===== src/rtl/cdc_frame_pkg.sv =====
// Frame format constants and helpers shared by the upload packer and the download parser.
// Wire format: AA 55 CMD LEN_H LEN_L PAYLOAD[0..LEN-1] CHECKSUM.
package cdc_frame_pkg;

  localparam logic [7:0] FRAME_SYNC0 = 8'hAA;
  localparam logic [7:0] FRAME_SYNC1 = 8'h55;

  typedef enum logic [2:0] {
    StIdle,
    StSync0,
    StSync1,
    StCmd,
    StLenH,
    StLenL,
    StPayload,
    StCsum
  } frame_tx_state_t;

  // 8-bit wrapping sum; sync bytes are never fed in.
  function automatic logic [7:0] frame_csum_add(input logic [7:0] acc, input logic [7:0] data);
    return acc + data;
  endfunction

endpackage


===== src/rtl/upload_frame_packer_if.sv =====
// Byte stream with valid/ready handshake; used for the payload input and the USB upload output.
interface upload_frame_packer_if;
  logic [7:0] data;
  logic       valid;
  logic       ready;

  modport master (output data, output valid, input ready);
  modport slave  (input data, input valid, output ready);
endinterface


===== src/rtl/upload_frame_packer.sv =====
// Transmit framer: wraps cmd, 16-bit len and a streamed payload into AA 55 CMD LENH LENL PAY.. CSUM.
// The state names the byte currently sitting in the output register; PAYLOAD consumes producer bytes.
module upload_frame_packer
  import cdc_frame_pkg::*;
#(
  parameter int unsigned LEN_W = 16
) (
  input  logic                  clk,
  input  logic                  rst_n,
  input  logic                  start,
  input  logic [7:0]            cmd,
  input  logic [LEN_W-1:0]      len,
  output logic                  busy,
  output logic                  done,
  upload_frame_packer_if.slave  payload,
  upload_frame_packer_if.master usb
);

  frame_tx_state_t  state_q, state_d;
  logic             csum_sent_q, csum_sent_d;
  logic [7:0]       cmd_q, cmd_d;
  logic [LEN_W-1:0] len_q, len_d;
  logic [LEN_W-1:0] cnt_q, cnt_d;
  logic [7:0]       csum_q, csum_d;
  logic [7:0]       data_q, data_d;
  logic             valid_q, valid_d;
  logic             done_q, done_d;

  logic [15:0] len_wire;
  logic        load_ok;
  logic        pay_ready;
  logic        xfer;

  assign len_wire  = 16'(len_q);
  assign load_ok   = !valid_q || usb.ready;
  assign pay_ready = (state_q == StPayload) && load_ok;
  assign xfer      = payload.valid && pay_ready;

  always_comb begin
    state_d     = state_q;
    csum_sent_d = csum_sent_q;
    cmd_d       = cmd_q;
    len_d       = len_q;
    cnt_d       = cnt_q;
    csum_d      = csum_q;
    data_d      = data_q;
    valid_d     = valid_q && !usb.ready;
    done_d      = 1'b0;

    case (state_q)
      StIdle: begin
        // Output register is always empty here, so AA goes out right away.
        if (start) begin
          cmd_d       = cmd;
          len_d       = len;
          cnt_d       = '0;
          csum_d      = '0;
          csum_sent_d = 1'b0;
          data_d      = FRAME_SYNC0;
          valid_d     = 1'b1;
          state_d     = StSync0;
        end
      end
      StSync0: begin
        if (load_ok) begin
          data_d  = FRAME_SYNC1;
          valid_d = 1'b1;
          state_d = StSync1;
        end
      end
      StSync1: begin
        if (load_ok) begin
          data_d  = cmd_q;
          valid_d = 1'b1;
          csum_d  = frame_csum_add(csum_q, cmd_q);
          state_d = StCmd;
        end
      end
      StCmd: begin
        if (load_ok) begin
          data_d  = len_wire[15:8];
          valid_d = 1'b1;
          csum_d  = frame_csum_add(csum_q, len_wire[15:8]);
          state_d = StLenH;
        end
      end
      StLenH: begin
        // With payload pending, PAYLOAD starts consuming while LEN_L is still on the wire.
        if (load_ok) begin
          data_d  = len_wire[7:0];
          valid_d = 1'b1;
          csum_d  = frame_csum_add(csum_q, len_wire[7:0]);
          state_d = (len_q == '0) ? StLenL : StPayload;
        end
      end
      StLenL: begin
        if (load_ok) begin
          data_d      = csum_q;
          valid_d     = 1'b1;
          csum_sent_d = 1'b1;
          state_d     = StCsum;
        end
      end
      StPayload: begin
        if (xfer) begin
          data_d  = payload.data;
          valid_d = 1'b1;
          csum_d  = frame_csum_add(csum_q, payload.data);
          cnt_d   = cnt_q + LEN_W'(1);
          if ((cnt_q + LEN_W'(1)) == len_q) begin
            state_d = StCsum;
          end
        end
      end
      StCsum: begin
        if (!csum_sent_q) begin
          if (load_ok) begin
            data_d      = csum_q;
            valid_d     = 1'b1;
            csum_sent_d = 1'b1;
          end
        end else if (valid_q && usb.ready) begin
          state_d = StIdle;
          done_d  = 1'b1;
        end
      end
      default: state_d = StIdle;
    endcase
  end

  always_ff @(posedge clk or negedge rst_n) begin
    if (!rst_n) begin
      state_q     <= StIdle;
      csum_sent_q <= 1'b0;
      cmd_q       <= '0;
      len_q       <= '0;
      cnt_q       <= '0;
      csum_q      <= '0;
      data_q      <= '0;
      valid_q     <= 1'b0;
      done_q      <= 1'b0;
    end else begin
      state_q     <= state_d;
      csum_sent_q <= csum_sent_d;
      cmd_q       <= cmd_d;
      len_q       <= len_d;
      cnt_q       <= cnt_d;
      csum_q      <= csum_d;
      data_q      <= data_d;
      valid_q     <= valid_d;
      done_q      <= done_d;
    end
  end

  assign busy          = (state_q != StIdle);
  assign done          = done_q;
  assign payload.ready = pay_ready;
  assign usb.data      = data_q;
  assign usb.valid     = valid_q;

endmodule


===== src/flat_wrapper.sv =====
// flat-port wrapper written by rule: the top's interface ports become plain ports
module upload_frame_packer_flat import cdc_frame_pkg::*;
#(
  parameter int unsigned LEN_W = 16
)
  (clk, rst_n, start, cmd, len, busy, done, payload_data, payload_valid, payload_ready, usb_data, usb_valid, usb_ready);
  upload_frame_packer_if payload_i ();
  upload_frame_packer_if usb_i ();
  input  logic clk;
  input  logic rst_n;
  input  logic start;
  input  logic [7:0] cmd;
  input  logic [LEN_W-1:0] len;
  output logic busy;
  output logic done;
  input wire logic [$bits(payload_i.data)-1:0] payload_data;
  input wire logic [$bits(payload_i.valid)-1:0] payload_valid;
  output wire logic [$bits(payload_i.ready)-1:0] payload_ready;
  output wire logic [$bits(usb_i.data)-1:0] usb_data;
  output wire logic [$bits(usb_i.valid)-1:0] usb_valid;
  input wire logic [$bits(usb_i.ready)-1:0] usb_ready;
  assign payload_i.data = payload_data;
  assign payload_i.valid = payload_valid;
  assign payload_ready = payload_i.ready;
  assign usb_data = usb_i.data;
  assign usb_valid = usb_i.valid;
  assign usb_i.ready = usb_ready;
  upload_frame_packer #(.LEN_W(LEN_W)) u_core (.clk(clk), .rst_n(rst_n), .start(start), .cmd(cmd), .len(len), .busy(busy), .done(done), .payload(payload_i), .usb(usb_i));
endmodule

===== config.mk =====
export PLATFORM = sky130hd
export DESIGN_NAME = upload_frame_packer_flat
export DESIGN_NICKNAME = d
export VERILOG_FILES = /design/src/rtl/cdc_frame_pkg.sv /design/src/rtl/upload_frame_packer_if.sv /design/src/rtl/upload_frame_packer.sv /design/src/flat_wrapper.sv
export SDC_FILE = /design/constraint.sdc
export NUM_CORES = 1
export LEC_CHECK = 0
export ABC_AREA = 1
export BUFFER_PORTS_ARGS = -buffer_cell sky130_fd_sc_hd__buf_2
export CORE_MARGIN = 2
export CORE_UTILIZATION = 61
export DETAILED_ROUTE_END_ITERATION = 8
export PLACE_DENSITY = 0.8
export SYNTH_ARGS = -nofsm -noshare
export SYNTH_HDL_FRONTEND = slang
export SYNTH_SLANG_ARGS = --single-unit

===== constraint.sdc =====
create_clock -name clk -period 6 [get_ports clk]
set_input_delay 1.2 -clock clk [delete_from_list [all_inputs] [get_ports clk]]
set_output_delay 1.2 -clock clk [all_outputs]
set_load 0.1 [all_outputs]

== After elaboration in Yosys (flattened, before gate mapping) ==
Cells that the tools add are included.

* Logic and storage cells: 96
* Bits of input ports: 37
* Bits in registers: 62

* $add $sub $neg: 5
* Reduce and logical (&&, ||, !) cells: 20
* Multiplexer cells: 43
* Equal/unequal tests: 19

{| class="wikitable"
|+ Operators with widths
! cell !! count
|-
| $mux W8 || 13
|-
| $pmux W8 S8 || 1
|-
| $pmux W8 S5 || 1
|-
| $add A8 B8 Y8 || 4
|-
| $mux W16 || 2
|-
| $pmux W16 S2 || 1
|-
| $mux W3 || 10
|-
| $pmux W3 S8 || 1
|-
| $add A16 B1 Y16 const B || 1
|-
| $eq A16 B16 Y1 || 1
|-
| $logic_not A16 Y1 || 1
|-
| $ne A2 B1 Y1 const B || 8
|-
| $eq A3 B3 Y1 const B || 4
|-
| $mux W1 || 11
|-
| $reduce_and A10 Y1 || 1
|-
| $reduce_and A7 Y1 || 1
|-
| $eq A3 B2 Y1 const B || 2
|-
| $ne A2 B2 Y1 const B || 3
|-
| $reduce_and A3 Y1 || 2
|-
| $reduce_and A6 Y1 || 1
|-
| $reduce_bool A3 Y1 || 2
|-
| $reduce_bool A5 Y1 || 1
|-
| $reduce_or A5 Y1 || 1
|-
| $logic_and A1 B1 Y1 || 4
|-
| 9 further kinds || 10
|}

== Longest topological paths before layout ==
* Depth in word-level cells: 6
* Gate-level depth with buffers: 19

== Worst setup path before layout ==
No wires, ideal clock.

* Kind: input to output
* Start point: input usb_ready
* End point: output payload_ready
* Stages on the path: 2
* Data required time: 4800 ps
* Arrival: 1800 ps
* Slack: 3000 ps
* Cells stage by stage: nor2_2 > nor2_4

* Word-level cells in the longest chain between the ends: 2

{| class="wikitable"
|+ Ends and longest elaborated chain
! item !! line !! RTL
|-
| start: declaration || flat_wrapper.sv:21 || <nowiki>input wire logic [$bits(usb_i.ready)-1:0] usb_ready;</nowiki>
|-
| $logic_or A1 B1 Y1 || upload_frame_packer.sv:35 || <nowiki>assign load_ok = !valid_q || usb.ready;</nowiki>
|-
| $logic_and A1 B1 Y1 || upload_frame_packer.sv:36 || <nowiki>assign pay_ready = (state_q == StPayload) && load_ok;</nowiki>
|-
| end: declaration || flat_wrapper.sv:18 || <nowiki>output wire logic [$bits(payload_i.ready)-1:0] payload_ready;</nowiki>
|}

No other way between the ends.

== Final worst setup path ==
* Start point: register u_core.state_q[2]
* End point: output payload_ready

* Word-level cells in the longest chain between the ends: 2

{| class="wikitable"
|+ Ends and longest elaborated chain
! item !! line !! RTL
|-
| start: declaration || upload_frame_packer.sv:19 || <nowiki>frame_tx_state_t state_q, state_d;</nowiki>
|-
| start signal: assignment || upload_frame_packer.sv:133 || <nowiki>state_q <= StIdle;</nowiki>
|-
| start signal: assignment || upload_frame_packer.sv:143 || <nowiki>state_q <= state_d;</nowiki>
|-
| $eq A3 B3 Y1 || upload_frame_packer.sv:36 ||
|-
| $logic_and A1 B1 Y1 || upload_frame_packer.sv:36 ||
|}

No other way between the ends.

==> run metrics <==
status finished, final reports clean; r2r endpoint u_core.csum_q[6]; post-synthesis cell area 0.00381 mm²; Detail Placement HPWL between 7 and 8 mm; largest net degree at the start of global routing 63; RePlAce Congestion 0.957; CP Launch Type flip-flop; Clock Path Buffers 2; die height about 83 µm; Final Critical Period 3.26 ns; cells on worst reg2reg path 19; post-synth top area cell dfrtp_1; fin. max-slew vios 0; DR vias/cell a little under 6; first-pass GRT wire length 17.2 mm; total global-route track usage 0.312; Area Growth Syn to Fin 12.3%; worst hold slack 0.499 ns; FILL cells approximately 530; fin crit share 0.543; Setup CP Type reg2out; number of synthesized register bits 62; Final Hold Viols 0; Clock power frac 0.131; register share of total power 0.295; CTS Buf Count 9; max cap viols 0; WL/cell about 15 µm; cell count of the worst hold path 2; WP data arrival between 2 and 2.5 ns; TNS Setup 0 ns; Seq. cell area between 0.0015 and 0.002 mm²; ANT nets after route 0; worst hold endpoint u_core.cmd_q[5]; CTS root buf clkbuf_8; VDD IR max ~0.48 mV; Final setup viols 0; worst setup margin roughly 2.7 ns; Antenna diodes 0; power share of the combinational group 0.574; TritonRoute pass-1 iters 5; FP Rows 28; reg-to-reg setup timing slack approximately 2.9 ns; leakage around 2.2 nW; most common cell after layout, fill and taps aside nand2_1; Data required, critical path roughly 4.8 ns; Crit Path Max Fanout 11; Die ar. roughly 0.0069 mm²; via count 3820; CTS tree yes; postcts setup bufs 0; final WL roughly 10 mm; post-cts resize count 0; Max Clock Freq a little over 300 MHz; initial core utilization 0.636; Psw ~1.3 mW; Hold Crit Start u_core.cmd_q[5]; Port Buf Inserts between 40 and 50; RSZ-0062 raised after global routing false; Place WS about 2.8 ns; number of library cell types mapped by synthesis 41; switching share of power 0.529; share of layout cells above drive strength 1 0.138; multi-input logic area 0.00196 mm²; Yosys top cell area share 0.407; Nets 630; Clk Latency, worst-skew pair between 0.3 and 0.4 ns; initial antenna violation count 0; clock sink count between 60 and 70; DRC 0; Ports between 40 and 50; residual overflow from global routing 0; Cell Pwr Density 587 mW/mm²; Reg clk slew, reported paths roughly 0.060 ns; reg2reg start u_core.state_q[1]; Setup Skew roughly 0.0093 ns; H-tree depth 3; worst hold path class reg2reg; Syn. warnings 0; worst rel slew slack 0.475; Int Power approximately 1.2 mW; Iteration-0 DRC Markers between 300 and 400; Seq/Total Area, Yosys 0.407; Core ar. roughly 0.0060 mm²; Area contributors post-synth dfrtp_1 41%, nand2_1 17%, inv_1 6.0%; cts hold-fix bufs 0; Die Wd around 83 µm; Mapped Nets approximately 580; type of element capturing the critical path primary output; syn avg cell area 7.15 µm²; most frequent cells in the layout 170 x nand2_1, 62 x dfrtp_1, 61 x inv_1, 48 x buf_2, 47 x nor2_1; vias in the first global route between 3000 and 4000; Cells after Synth 533; Slew @ Worst Pin about 0.79 ns
## power by group through the flow
stage                     sequential [mW]  clock, mW  combinational, mW
after floorplan                     0.914          0              0.924
after CTS                           0.738      0.327               1.42
after detailed placement            0.744          0               1.41
after global routing                0.764      0.348               1.59
after global placement              0.737          0               1.37
final                               0.742      0.329               1.44
## logic make-up after synthesis
logic type               after synthesis  share of synthesized area
buffers and inverters                 76                     0.0782
AND/OR/NAND/NOR                      278                      0.306
multiplexers                           1                    0.00296
AO/OA/AOI/OAI                         99                      0.156
flip-flops                            62                      0.407
adder cells (fa/ha/maj)                9                     0.0315
XOR/XNOR                               8                     0.0184
## layout make-up
type                            count  area share
Clock buffer                       14      0.0380
Clock inverter                      1     0.00117
Inverter                           66      0.0582
Multi-Input combinational cell    395       0.459
Sequential cell                    62       0.362
Tap cell                           75      0.0219
Timing Repair Buffer               50      0.0596
## per-stage QoR
stage	power [mW]	instances	instance area [µm²]	utilization
after detailed placement	2.15	648	4110	0.687
final	2.51	663	4280	0.714
after floorplan	1.84	533	3810	-
after global placement	2.11	648	4110	0.687
after global routing	2.71	663	4280	0.714
after CTS	2.49	663	4280	0.714
## critical path, stage by stage, from the launching register on
cell and delay, ns:
dfrtp_1 0.47, nand2_2 0.12, nor2_2 0.41, inv_2 0.15, nor2_4 0.13, buf_2 0.43
## metal layers
metal / vias to the layer above / GRT usage / wire [µm]
li1: 1855 / - / -
met1: 1775 / 0.461 / 4600
met2: 172 / 0.471 / 4480
met3: 18 / 0.0457 / 885
met4: 0 / 0.109 / 182
met5: - / 0 / 0
## synthesized netlist by cell type (all sizes together)
cell,count
o211ai,1
a31oi,5
nor3,1
xor2,6
nand4,7
mux2,1
o21a,1
dfrtp,62
nor2,53
fa,1
a21o,1
nor4,6
buf,4
xnor2,2
o22ai,16
a22oi,4
nand2,175
nand3,35
a21boi,1
inv,63
clkinv,3
a21oi,21
o31ai,1
ha,8
clkbuf,6
o21ai,44
and2,1
a221oi,3
o2111ai,1
## worst max path at each step
stage                      startpoint             to  slack, ns  cells after the start
floorplan                   usb_ready  payload_ready       3.00                      2
global placement            usb_ready  payload_ready       2.80                      4
detailed placement          usb_ready  payload_ready       2.79                      4
CTS                 u_core.state_q[2]  payload_ready       2.74                      5
global route        u_core.state_q[2]  payload_ready       2.58                      5
finish              u_core.state_q[2]  payload_ready       2.74                      5
## state kept, by name (all words and copies together) (netlist names)
| signal | count |
|---|---|
| u_core.usb.data | 8 |
| u_core.cnt_q | 16 |
| u_core.usb.valid | 1 |
| u_core.csum_sent_q | 1 |
| u_core.cmd_q | 8 |
| u_core.csum_q | 8 |
| u_core.len_q | 16 |
| u_core.state_q | 3 |
| u_core.done | 1 |
Power figures use the tool's default switching activity.
